### config.mk
export PLATFORM = sky130hd
export DESIGN_NAME = mux_pair_loader
export DESIGN_NICKNAME = d
export VERILOG_FILES = /design/src/rtl/mux_loader_pkg.sv /design/src/rtl/mux_pair_loader_hold_counter.sv /design/src/rtl/mux_pair_loader.sv
export SDC_FILE = /design/constraint.sdc
export NUM_CORES = 1
export LEC_CHECK = 0
export ABC_AREA = 1
export CAP_MARGIN = 30
export CORE_ASPECT_RATIO = 1.2
export CORE_MARGIN = 1.5
export CORE_UTILIZATION = 40
export CTS_BUF_LIST = sky130_fd_sc_hd__clkbuf_2
export CTS_CLUSTER_DIAMETER = 30
export DETAILED_ROUTE_END_ITERATION = 6
export GPL_TIMING_DRIVEN = 0
export PLACE_DENSITY = 0.66
export SLEW_MARGIN = 10
export SYNTH_ARGS = -nofsm -noshare
export SYNTH_HDL_FRONTEND = slang
export SYNTH_SLANG_ARGS = --single-unit
export TNS_END_PERCENT = 30
### constraint.sdc
create_clock -name clk -period 1.3 [get_ports clk]
set_input_delay 0.195 -clock clk [delete_from_list [all_inputs] [get_ports clk]]
set_output_delay 0.195 -clock clk [all_outputs]
set_load 0.03 [all_outputs]
### src/rtl/mux_loader_pkg.sv
// Shared types and constants for the mux pair loader and its hold counter.
// Optional WAIT_B timeout is enabled with the MUX_LOADER_TIMEOUT_EN macro.
package mux_loader_pkg;

   localparam int LOADER_WIDTH   = 10;
   localparam int DEFAULT_HOLD_W = 8;

   typedef enum logic [1:0] {
      ST_IDLE   = 2'd0,
      ST_WAIT_B = 2'd1,
      ST_RUN_A  = 2'd2,
      ST_RUN_B  = 2'd3
   } loader_state_t;

endpackage

### src/rtl/mux_pair_loader_hold_counter.sv
// Loadable down-counter with a zero flag; saturates at zero.
// Priority: clr, then load, then dec.
module hold_counter #(
   parameter int W = 8
) (
   input  logic         clk,
   input  logic         rst_n,
   input  logic         clr,
   input  logic         load,
   input  logic [W-1:0] load_val,
   input  logic         dec,
   output logic         zero
);

   logic [W-1:0] cnt;

   always_ff @(posedge clk or negedge rst_n) begin
      if (!rst_n) begin
         cnt <= '0;
      end else if (clr) begin
         cnt <= '0;
      end else if (load) begin
         cnt <= load_val;
      end else if (dec && (cnt != '0)) begin
         cnt <= cnt - 1'b1;
      end
   end

   assign zero = (cnt == '0);

endmodule

### src/rtl/mux_pair_loader.sv
// Captures an ordered word pair, then alternates select between them.
// Define MUX_LOADER_TIMEOUT_EN to abandon a half-loaded pair after TIMEOUT cycles.
module mux_pair_loader
   import mux_loader_pkg::*;
#(
   parameter int WIDTH  = LOADER_WIDTH,
   parameter int HOLD_W = DEFAULT_HOLD_W
`ifdef MUX_LOADER_TIMEOUT_EN
   ,
   parameter int TIMEOUT = 255
`endif
) (
   input  logic              clk,
   input  logic              rst_n,
   input  logic              clear,
   input  logic [WIDTH-1:0]  data_in,
   input  logic              data_valid,
   output logic              data_ready,
   input  logic [HOLD_W-1:0] hold_cycles,
   output logic [WIDTH-1:0]  input1,
   output logic [WIDTH-1:0]  input2,
   output logic              select,
   output logic              pair_loaded,
`ifdef MUX_LOADER_TIMEOUT_EN
   output logic              timeout_err,
`endif
   output loader_state_t     state_dbg
);

   // Handshake: a word transfers on a rising edge where data_valid and
   // data_ready are both high; data_valid while data_ready is low is ignored.
   loader_state_t     state, state_nxt;
   logic              xfer;
   logic              cap1, cap2;
   logic              hc_load, hc_dec, hc_zero;
   logic [HOLD_W-1:0] hc_load_val;

`ifdef MUX_LOADER_TIMEOUT_EN
   localparam int TO_W = $clog2(TIMEOUT + 1);
   localparam logic [TO_W-1:0] TO_LOAD = TO_W'(TIMEOUT - 1);
   logic to_load, to_dec, to_zero, to_fire;
`endif

   assign xfer      = data_valid && data_ready;
   assign state_dbg = state;

   // hold_cycles of 0 behaves like 1 so each phase lasts at least a cycle.
   assign hc_load_val = (hold_cycles == '0) ? '0 : hold_cycles - 1'b1;

   hold_counter #(.W(HOLD_W)) u_hold_cnt (
      .clk      (clk),
      .rst_n    (rst_n),
      .clr      (clear),
      .load     (hc_load),
      .load_val (hc_load_val),
      .dec      (hc_dec),
      .zero     (hc_zero)
   );

`ifdef MUX_LOADER_TIMEOUT_EN
   hold_counter #(.W(TO_W)) u_timeout_cnt (
      .clk      (clk),
      .rst_n    (rst_n),
      .clr      (clear),
      .load     (to_load),
      .load_val (TO_LOAD),
      .dec      (to_dec),
      .zero     (to_zero)
   );
`endif

   always_comb begin
      state_nxt = state;
      cap1      = 1'b0;
      cap2      = 1'b0;
      hc_load   = 1'b0;
      hc_dec    = 1'b0;
`ifdef MUX_LOADER_TIMEOUT_EN
      to_load   = 1'b0;
      to_dec    = 1'b0;
      to_fire   = 1'b0;
`endif
      if (clear) begin
         state_nxt = ST_IDLE;
      end else begin
         case (state)
            ST_IDLE: begin
               if (xfer) begin
                  cap1      = 1'b1;
                  state_nxt = ST_WAIT_B;
`ifdef MUX_LOADER_TIMEOUT_EN
                  to_load   = 1'b1;
`endif
               end
            end
            ST_WAIT_B: begin
               if (xfer) begin
                  cap2      = 1'b1;
                  hc_load   = 1'b1;
                  state_nxt = ST_RUN_A;
               end
`ifdef MUX_LOADER_TIMEOUT_EN
               else if (to_zero) begin
                  to_fire   = 1'b1;
                  state_nxt = ST_IDLE;
               end else begin
                  to_dec = 1'b1;
               end
`endif
            end
            ST_RUN_A: begin
               if (hc_zero) begin
                  hc_load   = 1'b1;
                  state_nxt = ST_RUN_B;
               end else begin
                  hc_dec = 1'b1;
               end
            end
            ST_RUN_B: begin
               if (hc_zero) begin
                  hc_load   = 1'b1;
                  state_nxt = ST_RUN_A;
               end else begin
                  hc_dec = 1'b1;
               end
            end
            default: state_nxt = ST_IDLE;
         endcase
      end
   end

   always_ff @(posedge clk or negedge rst_n) begin
      if (!rst_n) begin
         state       <= ST_IDLE;
         data_ready  <= 1'b0;
         input1      <= '0;
         input2      <= '0;
         select      <= 1'b0;
         pair_loaded <= 1'b0;
`ifdef MUX_LOADER_TIMEOUT_EN
         timeout_err <= 1'b0;
`endif
      end else begin
         state       <= state_nxt;
         data_ready  <= (state_nxt == ST_IDLE) || (state_nxt == ST_WAIT_B);
         select      <= (state_nxt == ST_RUN_B);
         pair_loaded <= (state_nxt == ST_RUN_A) || (state_nxt == ST_RUN_B);
`ifdef MUX_LOADER_TIMEOUT_EN
         timeout_err <= to_fire;
`endif
         if (clear) begin
            input1 <= '0;
            input2 <= '0;
         end else begin
            if (cap1) input1 <= data_in;
            if (cap2) input2 <= data_in;
`ifdef MUX_LOADER_TIMEOUT_EN
            if (to_fire) input1 <= '0;
`endif
         end
      end
   end

endmodule

==> results of run 1 <==
==> cells in the final DEF, fill, tap and decap left out, types with 3 or more instances in the layout <==
cell / instances
buf_2: 3
buf_4: 9
clkbuf_2: 7
clkdlybuf4s15_2: 23
clkdlybuf4s50_1: 18
dfrtp_1: 30
dfrtp_2: 3
inv_1: 31
inv_2: 8
mux2_4: 10
nand2_1: 45
nand2_2: 8
nand2_4: 5
nand3_1: 14
nand3_2: 8
nor2_1: 23
nor2_2: 3
nor2_4: 4
o21ai_0: 12
o21ai_1: 7
==> worst max path at each step <==
stage                                        from                            end  slack [ns]  cells after the start
finish              u_hold_cnt.cnt[0]$_DFFE_PN0P_  u_hold_cnt.cnt[1]$_DFFE_PN0P_       -0.06                     10
global route        u_hold_cnt.cnt[0]$_DFFE_PN0P_  u_hold_cnt.cnt[1]$_DFFE_PN0P_       -0.14                     10
CTS                 u_hold_cnt.cnt[0]$_DFFE_PN0P_  u_hold_cnt.cnt[1]$_DFFE_PN0P_       -0.05                     10
detailed placement                          clear          input2[1]$_DFFE_PN0P_       -0.46                      4
global placement                            rst_n           data_ready$_DFF_PN0_       -0.75                      1
floorplan                  state_dbg[1]$_DFF_PN0_          input2[0]$_DFFE_PN0P_       -0.05                      5
==> repair_timing <==
action                     in CTS  in global routing
setup endpoints to repair      55                 51
hold buffers                    1                  0
cloned                          1                  2
pin swaps                       4                 21
resized for setup              88                 54
hold endpoints to repair       33                  0
setup buffers                   4                  4
==> cells by family (layout without fill, tap and decap cells) <==
kind of cell	after synthesis	in the layout	share of synthesized area, %
XOR/XNOR	4	4	1.90
adder cells (fa/ha/maj)	4	4	2.71
multiplexers	10	10	8.13
AND/OR/NAND/NOR	112	114	26.4
AO/OA/AOI/OAI	23	23	6.71
flip-flops	33	33	44.7
buffers and inverters	44	108	9.42
==> where the power goes <==
part	total (mW)	switching, mW	internal (mW)
Combinational	1.82	1.05	0.765
Clock	0.479	0.344	0.135
Sequential	1.38	0.171	1.21
Total	3.68	1.57	2.11
==> routing by layer <==
metal | wire length (µm) | global-route usage (%) | share of wire [%] | vias up
met3 | 226 | 5.07 | 5.1 | 10
met5 | 0 | 0 | 0 | -
li1 | - | - | - | 846
met4 | 110 | 9.17 | 2.5 | 0
met2 | 2310 | 32.1 | 52 | 62
met1 | 1820 | 21.1 | 41 | 796
==> state kept, by name (all words and copies together) (netlist names) <==
signal,count
data_ready,1
select,1
u_hold_cnt.cnt,8
input2,10
input1,10
state_dbg,2
pair_loaded,1
==> critical path, stage by stage (launching register included) <==
cell and delay [ns]:
dfrtp_1 0.43, inv_2 0.09, ha_4 0.13, nand2_4 0.04, nor2_4 0.12, nand2_4 0.10, nand2_8 0.10, inv_6 0.05
nand2_2 0.07, nand3_2 0.07, o21ai_1 0.08
==> metrics by stage <==
| stage | total power [mW] | setup TNS (ns) | utilization, % | setup slack (ns) | cells |
|---|---|---|---|---|---|
| 2_1_floorplan | 2.36 | -0.546 | - | -0.0488 | 230 |
| 3_3_place_gp | 2.79 | -33.31 | 54.7 | -0.751 | 332 |
| 3_5_place_dp | 2.81 | -12.13 | 54.6 | -0.464 | 332 |
| 4_1_cts | 3.35 | -0.309 | 57.8 | -0.0508 | 346 |
| 5_1_grt | 3.97 | -2.09 | 62.5 | -0.140 | 352 |
| 6_report | 3.68 | -0.393 | 62.5 | -0.0571 | 352 |
==> cell type report <==
class / instances / area [µm²]
plain buffers: 4 / 47.5
clock buffers: 6 / 30.0
clock inverters: 2 / 10.0
fillers: 397 / 1640
inverters: 40 / 155
multi-input cells: 155 / 1020
flip-flops and latches: 33 / 830
well taps: 56 / 70.1
repair buffers: 56 / 557
==> flow_summary_export.csv, run 1 <==
group,metric,value,unit
outcome,status,"complete, but fails checks",
outcome,violations,"negative setup slack",
power_and_ir_drop,powerDensity,1350,nW/µm²
yosys,ys_warn_count,0,
critical_path,cp_max_fo,5,
min_path,whs_path_depth,4,
yosys,yosysTopAreaCell,"dfrtp_1",
place,gp_congestion,0.792,
sta,hold_slack,0.216,ns
floorplan,rows,26,
detailed_routing,drtIter0Drc,82,
critical_path,critical_path_class,"reg2reg",
min_path,hold_path_class,"in2reg",
sta,rsz0062_at_grt,"true",
cts,clk_latency,0.37,ns
yosys,synth_area,1850,µm²
yosys,ys_top_cells_by_count,"nand2_1, inv_1, dfrtp_1",
cts,cts_buffers,5,
detailed_routing,final_antenna_net_count,0,
grt,antenna_found_initial,0,
grt,grt_pass1_wl,7.40,mm
sta,post-route-period-util,104,%
yosys,synth_top_area_share,44.7,%
flow_run,max_cap_violations,0,
critical_path,worstReg2RegEnd,"u_hold_cnt.cnt[1]$_DFFE_PN0P_",
floorplan,dieArea,5030,µm²
min_path,hold_end,"u_hold_cnt.cnt[0]$_DFFE_PN0P_",
sta,fin_worst_skew,0.0166,ns
sta,finalSetupViolCount,18,
grt,grt_start_max_net_pins,34,
final_layout,syn_to_final_growth,47.5,%
detailed_routing,avgRoutedWirePerCell,12.7,µm
final_layout,final_cell_area,2720,µm²
critical_path,critical_path.reg2reg.startpoint,"u_hold_cnt.cnt[0]$_DFFE_PN0P_",
critical_path,ff2ff_path_depth,10,
yosys,synth_area_leaders,"dfrtp_1, nand2_1, mux2_4, inv_1, nand3_1",
cts,clk_pin_slew,0.16,ns
floorplan,core,4360,µm²
yosys,syn_inst,230,
detailed_routing,drc,0,
critical_path,worstPathRequired,1.60,ns
yosys,ys_ff_latch,33,
floorplan,initial_core_util,42.4,%
sta,drv_slew,0,
critical_path,worst_setup_path_end_kind,"flop",
sta,max_freq,0.737,GHz
floorplan,ioPinCount,47,
final_layout,drive_gt1_share,35.1,%
detailed_routing,vias,1714,
place,portBuffers,46,
yosys,synth_edf_count,0,
floorplan,die_height,77.4,µm
detailed_routing,dr.pass1.iters,4,
yosys,async_flop_share,100,%
cts,cts_root_buf,"clkbuf_2",
yosys,post_synth_num_cell_types,23,
power_and_ir_drop,peakVddDrop,0.580,mV
final_layout,layout.nets,321,
sta,period_needed,1.36,ns
sta,worst_slew_pin_slew,0.735,ns
yosys,synth.most_common_cell,"nand2_1",
grt,grt_usage,18.7,%
place,post-dp-hpwl,2.93,mm
cts,cts_tree,"yes",
yosys,ys_seq_area_share,44.7,%
grt,grt_pass1_vias,1726,
min_path,hp-start,"hold_cycles[0]",
critical_path,arrival,1.66,ns
grt,grt.overflow.total,0,
yosys,synth.net_count,256,
critical_path,crit_path_start_kind,"flop",
sta,relSlewSlack,51.0,%
detailed_routing,wl,4.47,mm
sta,fin_ws,-0.0571,ns
yosys,avgSynthCellArea,8.03,µm²
floorplan,die_x,65.0,µm
cts,cts_max_path_buffers,2,
yosys,synth-main-ff-cell,"dfrtp_1",
critical_path,reg2reg_setup_slack,-0.06,ns
detailed_routing,via_per_inst,4.87,
cts,cts_max_level,2,
sta,hold_viol,0,
place,placedInstanceArea,2380,µm²
cts,cts_num_sinks,33,
final_layout,antenna_cells,0,
power_and_ir_drop,leakage,1.36,nW
Note: power is estimated with default switching activity, not from simulation.
==> run 2: changes to the inputs <==
Settings changed: CAP_MARGIN 30 to 10.
==> results of run 2 <==
No change in the layout: final DEF, timing and power equal those of run 1.
==> run 3: changes to the inputs <==
Settings changed: CTS_CLUSTER_SIZE from default to 16.
==> results of run 3 <==
No change in the layout: final DEF, timing and power equal those of run 1.
==> RTL edit 1: new RTL, config.mk and constraints of run 2 <==
Make the reset (`rst_n`) synchronous in 2 clocked blocks.
--- a/src/rtl/mux_pair_loader_hold_counter.sv
+++ b/src/rtl/mux_pair_loader_hold_counter.sv
@@ -16,3 +16,3 @@
 
-   always_ff @(posedge clk or negedge rst_n) begin
+   always_ff @(posedge clk) begin
       if (!rst_n) begin
--- a/src/rtl/mux_pair_loader.sv
+++ b/src/rtl/mux_pair_loader.sv
@@ -131,3 +131,3 @@
 
-   always_ff @(posedge clk or negedge rst_n) begin
+   always_ff @(posedge clk) begin
       if (!rst_n) begin
Check against the original RTL: differs if rst_n is asserted again (counterexample within 4 cycles, from zero or initial values and one cycle with rst_n low); with rst_n held inactive, the same outputs for 10 cycles.
==> RTL edit 1 against run 2 <==
The run still ends with setup timing left. Wire length shrank 13%. Count of clock-buffer cells in the layout is the same. Core utilization shrank 4.7 points. Largest cell class unchanged. Synthesized area shrank 12%. Final area shrank 17%. Highest routed layer unchanged. Sequential cell count is the same. Worst setup slack gained 0.017 ns.
Power is not compared: it rests on default switching activity, and its combinational part moved more than twofold at a synthesized area within 25%.
==> RTL edit 1: results <==
set metrics [dict create \
    layout.nets 320 \
    synth_compound_area_frac 0.156 \
    grtUsageMet1 0.209 \
    synth_cell_type_count 22 \
    syn_avg_cell_area_um2 6.86 \
    grt_max_degree 11 \
    dr_wl_met3_um 204 \
    synth_fp_nets 263 \
    grt_pass1_wl_mm 6.46 \
    final.setup.worst_slack_ns -0.0397 \
    first_global_vias 1544 \
    drtIter0Drc 60 \
    dp_cells 337 \
    worst_pin_slew_ns 0.361 \
    synthFlopType "dfxtp_1" \
    critPathMaxStageDelay_ns 0.37 \
    violations "setup timing" \
    outcome "complete, but fails checks" \
    drive_above_1_share 0.275 \
    setup_viol 6 \
    wl_met2_mm 2.03 \
    ys_async_sr_fraction 0 \
    wl_mm 3.89 \
    dp_hpwl_mm 2.94 \
    met3_usage 0.0514 \
    preCtsSetupSlack_ns -0.363 \
    vias_per_cell 4.65 \
    critPathSlowestCell "dfxtp_2" \
    ys_seq_area_frac 0.406 \
    clock_path_buffers 2 \
    gp_congestion 0.786 \
    synth_fa_ha_area_frac 0.0308 \
]
## RTL edit 1: cell count changes after synthesis, moves of 3 or more
cell / before / now
clkbuf_1: 2 / 5
nor2_1: 24 / 57
o21ai_0: 18 / 34
dfrtp_1: 33 / 0
dfxtp_1: 0 / 33
nand2_1: 55 / 28
nand3_1: 22 / 12
inv_1: 37 / 28
mux2_4: 10 / 0
a21oi_1: 0 / 12
## RTL edit 1: timing repair
item                       CTS  global route
gates resized for setup     86            60
buffers inserted             1             3
setup endpoints to repair   35            45
pin swaps                    1             8
## RTL edit 1: path summary, 6_finish.rpt
check / start / endpoint / slack (ns) / depth (start not counted)
max reg2reg: u_hold_cnt.cnt[1] / u_hold_cnt.cnt[1] / -0.04 / 8
max: u_hold_cnt.cnt[1] / u_hold_cnt.cnt[1] / -0.04 / 8
min: rst_n / data_ready / 0.38 / 3
min reg2reg: input2[4] / input2[4] / 0.45 / 2
## RTL edit 1: layout make-up
| cell class | instances | area (µm²) | area share |
|---|---|---|---|
| multi-input combinational | 165 | 886 | 0.392 |
| sequential | 33 | 673 | 0.298 |
| timing repair buffer | 50 | 435 | 0.193 |
| inverter | 32 | 123 | 0.0542 |
| tap | 54 | 67.6 | 0.0299 |
| buffer | 7 | 36.3 | 0.0160 |
| clock buffer | 6 | 30.0 | 0.0133 |
| clock inverter | 2 | 10.0 | 0.00443 |
## RTL edit 1: metrics by stage
step / instance area, µm² / util / TNS [ns] / total power (W)
finish: 2260 / 0.578 / -0.0918 / 0.00176
global route: 2260 / 0.578 / -1.17 / 0.00186
CTS: 2250 / 0.576 / -0.0535 / 0.00177
detailed placement: 2160 / 0.552 / -8.68 / 0.00129
global placement: 2160 / 0.552 / -7.91 / 0.00129
floorplan: 1630 / - / 0 / 0.00117
==> RTL edit 2: new RTL, settings of run 2 <==
Made on the original files. The option `MUX_LOADER_TIMEOUT_EN` is turned on by a define.
--- a/src/rtl/mux_pair_loader.sv
+++ b/src/rtl/mux_pair_loader.sv
@@ -2,2 +2,4 @@
 // Define MUX_LOADER_TIMEOUT_EN to abandon a half-loaded pair after TIMEOUT cycles.
+`define MUX_LOADER_TIMEOUT_EN
+
 module mux_pair_loader
Check against the original RTL (old outputs only; new: timeout_err): no difference found for any inputs over 10 cycles, from zero or initial values and one cycle with rst_n low; that may be too few to reach the edited logic, so the function may still have changed.
==> RTL edit 2 against run 2 <==
The run still ends with setup timing left. Non-clock buffer count grew 27. Sequential power grew 24%. Wire length grew 35%. Sequential cell count grew 9. Worst setup slack lost 0.071 ns. Synthesized area grew 32%. Fmax shrank 5.0%. Final area grew 31%. Count of clock-buffer cells in the layout shrank 1. Power grew 45%. Critical endpoint is now u_timeout_cnt.cnt[4].
==> RTL edit 2: results <==
set metrics [dict create \
    ys_seq_area_frac 0.430 \
    dp_cells 448 \
    worst_pin_slew_ns 0.421 \
    setup_viol 31 \
    cts-resized-gates 137 \
    wl_met1_mm 2.47 \
    final.setup.worst_slack_ns -0.128 \
    syn_avg_cell_area_um2 7.69 \
    grt_pass1_wl_mm 9.45 \
    wl_met2_mm 3.20 \
    synth_cell_type_count 24 \
    yosys-top-cells-area "dfrtp_1 (43%), nand2_1 (15%), inv_1 (6.9%)" \
    reg_top3 "input1 (10), input2 (10)" \
    startpoint "u_timeout_cnt.cnt[2]" \
    final_cells 491 \
    outcome "complete, but fails checks" \
    power_leakage_nw 1.91 \
    grt_max_degree 29 \
    fin_skew_ns 0.0338 \
    fin_hold_ws_ns 0.189 \
    worstRegToRegCells 8 \
    synth-xor-area-share 0.0394 \
    synth_fp_nets 346 \
    violations "setup timing" \
    wl_per_cell_um 12.3 \
]
## RTL edit 2: cell types whose count changed in the layout (fill, tap and decap cells not counted), sizes merged, moves of 9 or more
| cell | delta |
|---|---|
| nand2 | +44 |
| buf | +43 |
| clkdlybuf4s15 | -15 |
| nor2 | +12 |
| inv | +10 |
| dfrtp | +9 |
## RTL edit 2: layout make-up
cell class | count | area, µm² | share of cell area
clock inverters | 3 | 68.8 | 0.0194
repair buffers | 83 | 683 | 0.192
inverters | 50 | 195 | 0.0549
flip-flops and latches | 42 | 1060 | 0.297
multi-input cells | 222 | 1400 | 0.392
plain buffers | 4 | 28.8 | 0.00810
well taps | 82 | 103 | 0.0289
clock buffers | 5 | 25.0 | 0.00704
## RTL edit 2: power by group
group          switching [W]  internal [W]
clock network       0.000462      0.000521
registers           0.000184       0.00153
logic                0.00147       0.00117
## RTL edit 2: layer usage
layer	up-vias	GRT usage
li1	1167	-
met1	1065	0.203
met2	59	0.332
met3	9	0.0467
met4	0	0.0860
met5	-	0
